===== config.mk =====
export PLATFORM = sky130hd
export DESIGN_NAME = vga_sync_decoder
export DESIGN_NICKNAME = d
export VERILOG_FILES = /design/src/rtl/vga_sync_decoder.sv
export SDC_FILE = /design/constraint.sdc
export NUM_CORES = 1
export LEC_CHECK = 0
export BUFFER_PORTS_ARGS = -buffer_cell sky130_fd_sc_hd__buf_4
export CORE_MARGIN = 2
export CORE_UTILIZATION = 50
export DETAILED_ROUTE_END_ITERATION = 12
export GPL_TIMING_DRIVEN = 1
export PLACE_DENSITY = 0.74
export SYNTH_ARGS = -nofsm -noshare
export SYNTH_HDL_FRONTEND = slang
export SYNTH_SLANG_ARGS = --single-unit

===== constraint.sdc =====
create_clock -name clk_in -period 5.6 [get_ports clk_in]
set_input_delay 1.68 -clock clk_in [delete_from_list [all_inputs] [get_ports clk_in]]
set_output_delay 1.68 -clock clk_in [all_outputs]
set_load 0.02 [all_outputs]

===== src/rtl/vga_sync_decoder.sv =====
// Receive-side VGA sync decoder: checks hsync/vsync periods, locks, and recovers x/y/active/frame_start.
// Optional sync pulse-width checking is compiled in with `define VGA_SYNC_WIDTH_CHECK_EN.
module vga_sync_decoder #(
   parameter int H_ACTIVE = 640,
   parameter int H_FP     = 16,
   parameter int H_SYNC   = 96,
   parameter int H_BP     = 48,
   parameter int V_ACTIVE = 480,
   parameter int V_FP     = 10,
   parameter int V_SYNC   = 2,
   parameter int V_BP     = 33,
   parameter int SYNC_POL = 0
) (
   input  logic       clk_in,
   input  logic       reset_n,
   input  logic       pix_ce,
   input  logic       hsync,
   input  logic       vsync,
   output logic [9:0] x,
   output logic [9:0] y,
   output logic       active,
   output logic       locked,
   output logic       frame_start,
   output logic       err,
   output logic [1:0] dbg_state
);
   localparam int H_TOTAL = H_ACTIVE + H_FP + H_SYNC + H_BP;
   localparam int V_TOTAL = V_ACTIVE + V_FP + V_SYNC + V_BP;
   localparam logic [9:0] H_TOT  = 10'(H_TOTAL);
   localparam logic [9:0] H_LAST = 10'(H_TOTAL - 1);
   localparam logic [9:0] V_TOT  = 10'(V_TOTAL);
   localparam logic [9:0] V_LAST = 10'(V_TOTAL - 1);
   localparam logic [9:0] XS = 10'(H_SYNC + H_BP);
   localparam logic [9:0] XE = 10'(H_SYNC + H_BP + H_ACTIVE - 1);
   localparam logic [9:0] YS = 10'(V_SYNC + V_BP);
   localparam logic [9:0] YE = 10'(V_SYNC + V_BP + V_ACTIVE - 1);

   typedef enum logic [1:0] {SEARCH = 2'd0, TRAIN = 2'd1, LOCKED = 2'd2} state_t;

   state_t     state, state_nx;
   logic       hs_in, vs_in, hs_q, vs_q, hs_prev, vs_prev, stb_q;
   logic       v_pend, v_pend_nx, h_edge, v_edge, frame_edge;
   logic [9:0] h_cnt, v_cnt, h_nx, v_nx, x_nx, y_nx;
   logic       line_err, frame_err, any_err, act_nx, fs_nx, err_nx;
   logic       w_line_err, w_frame_err;

   assign hs_in     = (SYNC_POL != 0) ? hsync : ~hsync;
   assign vs_in     = (SYNC_POL != 0) ? vsync : ~vsync;
   assign dbg_state = state;

   // Stage 1 samples on pix_ce; stb_q marks the following cycle, where stage 2 decodes that sample.
   always_ff @(posedge clk_in) begin
      if (!reset_n) begin
         stb_q <= 1'b0;
         hs_q  <= 1'b0;
         vs_q  <= 1'b0;
      end else begin
         stb_q <= pix_ce;
         if (pix_ce) begin
            hs_q <= hs_in;
            vs_q <= vs_in;
         end
      end
   end

`ifdef VGA_SYNC_WIDTH_CHECK_EN
   localparam logic [9:0] H_SYNC_W = 10'(H_SYNC);
   localparam logic [9:0] V_SYNC_W = 10'(V_SYNC);
   logic [9:0] hs_w, vs_w, hs_w_nx, vs_w_nx;

   // hs_w counts asserted strobes, vs_w counts H edges seen while vsync is asserted.
   always_comb begin
      hs_w_nx = hs_w;
      vs_w_nx = vs_w;
      if (h_edge)
         hs_w_nx = 10'd1;
      else if (hs_q && hs_w != 10'h3ff)
         hs_w_nx = hs_w + 10'd1;
      if (h_edge && vs_q)
         vs_w_nx = v_edge ? 10'd1 : ((vs_w != 10'h3ff) ? vs_w + 10'd1 : vs_w);
      else if (v_edge)
         vs_w_nx = 10'd0;
      w_line_err  = ~hs_q & hs_prev & (hs_w != H_SYNC_W);
      w_frame_err = ~vs_q & vs_prev & (vs_w != V_SYNC_W);
   end

   always_ff @(posedge clk_in) begin
      if (!reset_n) begin
         hs_w <= 10'd0;
         vs_w <= 10'd0;
      end else if (stb_q) begin
         hs_w <= hs_w_nx;
         vs_w <= vs_w_nx;
      end
   end
`else
   assign w_line_err  = 1'b0;
   assign w_frame_err = 1'b0;
`endif

   always_comb begin
      h_edge     = hs_q & ~hs_prev;
      v_edge     = vs_q & ~vs_prev;
      frame_edge = h_edge & (v_pend | v_edge);
      h_nx       = h_cnt;
      line_err   = 1'b0;
      if (h_edge) begin
         h_nx     = 10'd0;
         line_err = (h_cnt != H_LAST);
      end else if (h_cnt != H_TOT) begin
         h_nx     = h_cnt + 10'd1;
         line_err = (h_cnt == H_LAST);
      end
      line_err  = line_err | w_line_err;
      v_nx      = v_cnt;
      frame_err = 1'b0;
      v_pend_nx = v_pend | v_edge;
      if (h_edge) begin
         v_pend_nx = 1'b0;
         if (frame_edge) begin
            v_nx      = 10'd0;
            frame_err = (v_cnt != V_LAST);
         end else if (v_cnt != V_TOT) begin
            v_nx      = v_cnt + 10'd1;
            frame_err = (v_cnt == V_LAST);
         end
      end
      frame_err = frame_err | w_frame_err;
      any_err   = line_err | frame_err;
      state_nx  = state;
      fs_nx     = 1'b0;
      err_nx    = 1'b0;
      case (state)
         SEARCH: if (frame_edge) state_nx = TRAIN;
         TRAIN: begin
            if (any_err)         state_nx = SEARCH;
            else if (frame_edge) state_nx = LOCKED;
         end
         LOCKED: begin
            if (any_err) begin
               state_nx = SEARCH;
               err_nx   = 1'b1;
            end else if (frame_edge) begin
               fs_nx = 1'b1;
            end
         end
         default: state_nx = SEARCH;
      endcase
      // Outputs are built from the post-update counters so they appear together with the new state.
      act_nx = (h_nx >= XS) && (h_nx <= XE) && (v_nx >= YS) && (v_nx <= YE) && (state_nx == LOCKED);
      x_nx   = act_nx ? h_nx - XS : 10'd0;
      y_nx   = act_nx ? v_nx - YS : 10'd0;
   end

   always_ff @(posedge clk_in) begin
      if (!reset_n) begin
         hs_prev     <= 1'b0;
         vs_prev     <= 1'b0;
         v_pend      <= 1'b0;
         h_cnt       <= 10'd0;
         v_cnt       <= 10'd0;
         state       <= SEARCH;
         x           <= 10'd0;
         y           <= 10'd0;
         active      <= 1'b0;
         locked      <= 1'b0;
         frame_start <= 1'b0;
         err         <= 1'b0;
      end else begin
         frame_start <= 1'b0;
         err         <= 1'b0;
         if (stb_q) begin
            hs_prev     <= hs_q;
            vs_prev     <= vs_q;
            v_pend      <= v_pend_nx;
            h_cnt       <= h_nx;
            v_cnt       <= v_nx;
            state       <= state_nx;
            x           <= x_nx;
            y           <= y_nx;
            active      <= act_nx;
            locked      <= (state_nx == LOCKED);
            frame_start <= fs_nx;
            err         <= err_nx;
         end
      end
   end
endmodule


== After elaboration in Yosys (flattened, before gate mapping) ==
Index checks and enable logic that the tools add are counted.

* Register bits: 52
* Input bits: 5

* Muxes and demuxes: 20
* Add/subtract/negate cells: 4
* Magnitude comparators: 4
* Equal/unequal tests: 9
* Bitwise logic cells: 12
* Reduce and logical (&&, ||, !) cells: 7

{| class="wikitable"
|+ Operators with widths
! kind !! number
|-
| $mux 10 || 7
|-
| $ne 10x10->1 const B || 4
|-
| $add 10x1->10 const B || 2
|-
| $eq 10x10->1 const B || 2
|-
| $le 10x10->1 const B || 2
|-
| $ge 10x6->1 const B || 1
|-
| $ge 10x8->1 const B || 1
|-
| $sub 10x6->10 const B || 1
|-
| $sub 10x8->10 const B || 1
|-
| $mux 1 || 8
|-
| $mux 2 || 4
|-
| $not 1->1 || 7
|-
| $pmux 2 s3 || 1
|-
| $eq 2x2->1 const B || 2
|-
| $logic_and 1x1->1 || 4
|-
| $reduce_or 4->1 || 1
|-
| $and 1x1->1 || 3
|-
| $reduce_and 3->1 || 1
|-
| $eq 2x1->1 const B || 1
|-
| $logic_not 2->1 || 1
|-
| $or 1x1->1 || 2
|}

== Depth between registers and ports, before layout ==
* Depth in word-level cells: 12
* Mapped depth: 14

== Worst setup path before layout ==
OpenSTA, ideal clock, no wires.

* Kind: register to register
* From: reg v_cnt[7]
* To: reg x[0]
* Setup slack: 2787 ps
* Cell stages (with the launch flop): 13
* Setup time: 122 ps
* Data arrival time: 2691 ps
* Required time: 5478 ps
* Period minus slack after synthesis: 2813 ps
* Cells stage by stage: dfxtp_1 or4b_4 o311ai_4 nor2_1 a21oi_2 inv_1 ha_1 a211oi_1 o21a_1 o32ai_2 nand3_1 buf_2 o21ai_0

* Elaborated cells on any way between the ends: 21
* Those cells by class: add/sub (1); order compare (2); eq/ne (4); mux (10); bitwise (1); reduce/logical (3)

{| class="wikitable"
|+ RTL lines
! what !! line !! RTL
|-
| start: declaration || 43 || <nowiki>logic [9:0] h_cnt, v_cnt, h_nx, v_nx, x_nx, y_nx;</nowiki>
|-
| start signal: assignment || 177 || <nowiki>v_cnt <= v_nx;</nowiki>
|-
| $ne 10x10->1 * || 123 || <nowiki>end else if (v_cnt != V_TOT) begin</nowiki>
|-
| $mux 10 * || 123 ||
|-
| $mux 10 * || 120 || <nowiki>if (frame_edge) begin</nowiki>
|-
| $mux 10 * || 118 || <nowiki>if (h_edge) begin</nowiki>
|-
| named net v_nx[1] || 43 ||
|-
| $ge 10x6->1 || 150 || <nowiki>act_nx = (h_nx >= XS) && (h_nx <= XE) && (v_nx >= YS) && (v_nx <= YE) && (state_nx == LOCKED);</nowiki>
|-
| $logic_and 1x1->1 || 150 ||
|-
| $logic_and 1x1->1 * (2 in a row) || 150 ||
|-
| $mux 10 * || 151 || <nowiki>x_nx = act_nx ? h_nx - XS : 10'd0;</nowiki>
|-
| end signal: assignment || 179 || <nowiki>x <= x_nx;</nowiki>
|-
| end: declaration || 19 || <nowiki>output logic [9:0] x,</nowiki>
|}

Mark *: on every way through the listed nets, which the timed path passes. The rest lies on a longest branch.
A chain may end at the register's enable or synchronous reset.

== Worst setup path in the final report ==
* From: reg hs_q
* To: reg x[9]

* Elaborated cells on any way between the ends: 25
* Those cells by class: add/sub (1); order compare (4); eq/ne (1); mux (12); bitwise (3); reduce/logical (4)

{| class="wikitable"
|+ RTL lines
! what !! line !! RTL
|-
| start: declaration || 41 || <nowiki>logic hs_in, vs_in, hs_q, vs_q, hs_prev, vs_prev, stb_q;</nowiki>
|-
| start signal: assignment || 60 || <nowiki>hs_q <= hs_in;</nowiki>
|-
| $and 1x1->1 * || 102 || <nowiki>h_edge = hs_q & ~hs_prev;</nowiki>
|-
| $and 1x1->1 || 104 || <nowiki>frame_edge = h_edge & (v_pend | v_edge);</nowiki>
|-
| $mux 10 || 120 ||
|-
| $mux 10 * || 118 ||
|-
| named net v_nx[0] || 43 ||
|-
| $ge 10x6->1 || 150 ||
|-
| $logic_and 1x1->1 || 150 ||
|-
| $logic_and 1x1->1 * (2 in a row) || 150 ||
|-
| $mux 10 * || 151 ||
|}

Marks and branches as above.

==> impl_metrics.csv <==
group,metric,value,unit
run_status,outcome,"completed",
setup_path,cp_slowest_stage_delay,0.93,ns
sta,skew,0.00802,ns
cts,htree_levels,2,
global_routing,overflow,0,
floorplanning,die_h,84.8,µm
cts,path_clk_slew,0.10,ns
route,via_per_inst,5.91,
synth,yosys.area_share.simple,0.269,
cts,holdBufCountCts,0,
sta,rsz0062_at_grt,"no",
setup_path,required,5.77,ns
synth,muxShareOfSynthArea,0.0591,
global_routing,grt_max_degree,41,
synth,seq_area_frac_synth,0.319,
synth,async_flop_share,0,
cts,cts-root-buf,"clkbuf_8",
route,drcViolationCount,0,
cts,cts_inserted_buffers,5,
setup_path,crit_buf_inv,1,
power,vdd.ir_drop.worst,149,µV
synth,synth_edf_count,0,
cts,cts_tree,"done",
setup_path,cp_common_cell,"o21ai_0",
route,ant_nets,0,
synth,synth_top_family_by_area,"simple AND/OR/NAND/NOR gates",
setup_path,worst-setup-path-type,"register to register",
sta,fin_setup_tns,0,ns
finish,syn2layout_area_growth,10.6,%
floorplanning,rows,29,
synth,ys_seq_elements,52,
synth,yosys_warnings,0,
cts,cts_sinks,52,
finish,antenna_cells,0,
route,wl_per_cell,15.3,µm
power,power_per_cell_area,203,nW/µm²
sta,period_share,0.719,
global_routing,grt_pass1_wl,12.7,mm
power,p_leak,1.46,nW
route,dr_total_vias,2850,
cts,clk_path_buf_depth,2,
synth,synth_compound_area_frac,0.214,
hold_path,worstHoldPathType,"register to register",
floorplanning,ioPinCount,31,
route,wl,7.36,mm
finish,drive_gt1_frac,0.141,
sta,fin_crit,4.02,ns
cts,ctsResizeCount,0,
setup_path,worst-path-max-fanout,20,
place,dp_hpwl,5.26,mm
setup_path,crit_family,"simple AND/OR/NAND/NOR gates",
synth,synth_xor_area_frac,0.0483,
cts,cts_setup_buffers,0,
run,cap_violations,0,
floorplanning,coreArea,6310,µm²
sta,worst_slew_pin_slew,1.15,ns
setup_path,cp-end-kind,"register",
setup_path,slowest_stage,"nor2b_1",
global_routing,grt_use_total,0.215,
finish,final_cells,482,
synth,synth_fp_nets,405,
finish,nets,419,
global_routing,grt_pass1_vias,2561,
finish,nFillCells,597,
place,place.gp.congestion,0.893,
global_routing,antenna_found_initial,0,
floorplanning,initial_core_util,0.517,
sta,maxSlewViolCount,0,
synth,synth_flop_cell,"dfxtp_1",
finish,final_util,0.571,
cts,insertion_delay,0.31,ns
floorplanning,die_area,7190,µm²
synth,syn_inst,390,
sta,setup_violations,0,
route,dr.pass1.iters,4,
place,place.port_buffers,30,
route,drtIter0Drc,159,
setup_path,critPathLaunchType,"register",
sta,slew_headroom,0.232,
synth,avgSynthCellArea,8.36,µm²
synth,netlist-cell-type-count,71,
sta,hold_viol,0,
sta,fmax,248,MHz
synth,syn_area,3260,µm²
synth,yosys.area_share.adder,0.0384,
setup_path,arrival,4.20,ns
floorplanning,die_w,84.8,µm
setup_path,crit_chain,"nor2b_1 > o21ai_0 > nand2_1 > o31a_1 > inv_1 > ha_1 > a211oi_1 > o21a_1 > o32ai_2 > nand3_1 > o21ai_0",
place,dp.cells,474,
## path summary, 6_finish.rpt
path | start | end | slack (ns) | cells after the start
min | y[9] | y[9] | 0.45 | 2
max | hs_q | x[9] | 1.58 | 11
min reg2reg | y[9] | y[9] | 0.45 | 2
max reg2reg | hs_q | x[9] | 1.58 | 11
## metal layers
layer  part of all wire  global-route usage
met5                  0                   0
met4              0.015              0.0664
met3              0.052              0.0413
met2               0.43               0.314
met1               0.50               0.319
## cell usage in the layout, fill, tap and decap left out, types with 2 or more instances in the layout
| cell type | synthesis | final |
|---|---|---|
| clkbuf_8 | 0 | 6 |
| o21ai_1 | 2 | 2 |
| a21boi_0 | 7 | 7 |
| inv_1 | 15 | 15 |
| and2_1 | 6 | 6 |
| nor4b_1 | 3 | 3 |
| xnor2_1 | 10 | 10 |
| and4_1 | 5 | 5 |
| and3_1 | 4 | 4 |
| nor2_1 | 20 | 20 |
| xor2_1 | 8 | 8 |
| ha_1 | 10 | 10 |
| mux2_2 | 2 | 2 |
| nand4_1 | 5 | 5 |
| mux2i_1 | 17 | 17 |
| nor2b_1 | 21 | 21 |
| o21a_1 | 3 | 3 |
| a31oi_1 | 2 | 2 |
| a21oi_1 | 10 | 10 |
| nand3_1 | 15 | 15 |
| o211a_1 | 6 | 6 |
| or4_1 | 3 | 3 |
| a211oi_1 | 2 | 2 |
| o31ai_1 | 6 | 6 |
| nand2_1 | 39 | 39 |
| nor4_1 | 2 | 2 |
| nand2b_1 | 6 | 6 |
| o2111ai_1 | 2 | 2 |
| nor3_1 | 6 | 6 |
| nand3b_1 | 3 | 3 |
| a21oi_2 | 3 | 3 |
| o41ai_1 | 2 | 2 |
| nand4b_1 | 2 | 2 |
| buf_4 | 0 | 32 |
| dfxtp_1 | 52 | 52 |
| o21ai_0 | 34 | 34 |
## where the power goes
| group | leakage (nW) | switching [mW] | internal (mW) | total, mW |
|---|---|---|---|---|
| Sequential | 0.421 | 0.00891 | 0.374 | 0.383 |
| Combinational | 0.981 | 0.0436 | 0.0275 | 0.0711 |
| Clock | 0.0614 | 0.131 | 0.146 | 0.277 |
| Total | 1.46 | 0.184 | 0.548 | 0.732 |
## Yosys cell counts, types with 7 or more instances
master	instances	area, µm²
xnor2_1	10	87.6
nor2b_1	21	131
mux2i_1	17	170
a21oi_1	10	50.1
o21ai_0	34	170
inv_1	15	56.3
buf_2	8	40.0
nand2_1	39	146
nand3_1	15	75.1
a21boi_0	7	52.6
nor2_1	20	75.1
xor2_1	8	70.1
clkbuf_1	14	52.6
ha_1	10	125
dfxtp_1	52	1040
## layout make-up
cell class	instances	area [µm²]	share of cell area
multi-input cells	297	2050	0.568
flip-flops and latches	52	1040	0.289
repair buffers	32	240	0.0666
well taps	77	96.3	0.0267
clock buffers	6	82.6	0.0229
inverters	16	60.1	0.0166
clock inverters	2	38.8	0.0108
## state kept, by name (all words and copies together), names as in the netlist
register and count:
vs_prev 1, y 10, h_cnt 10, active 1, frame_start 1, hs_q 1
x 10, locked 1, err 1, v_cnt 10, v_pend 1, hs_prev 1
dbg_state 2, stb_q 1, vs_q 1
## stage by stage
stage | instance area [µm²] | hold WS, ns | power (mW) | worst slack [ns]
after global placement | 3490 | 0.436 | 0.460 | 1.74
after CTS | 3610 | 0.457 | 0.736 | 1.61
after global routing | 3610 | 0.491 | 0.758 | 1.13
final | 3610 | 0.452 | 0.732 | 1.58
after floorplan | 3260 | 0.497 | 0.445 | 2.79
after detailed placement | 3490 | 0.443 | 0.461 | 1.62
## worst min-delay path: stages, from the launching register on
cell and delay (ns):
dfxtp_1 0.32, nand2_1 0.05, o21ai_1 0.05
## cells by family after synthesis
logic type | after synthesis
AO/OA/AOI/OAI | 95
XOR/XNOR | 18
adder cells (fa/ha/maj) | 10
buffers and inverters | 41
flip-flops | 52
multiplexers | 19
AND/OR/NAND/NOR | 155
(Power assumes the default switching activity.)
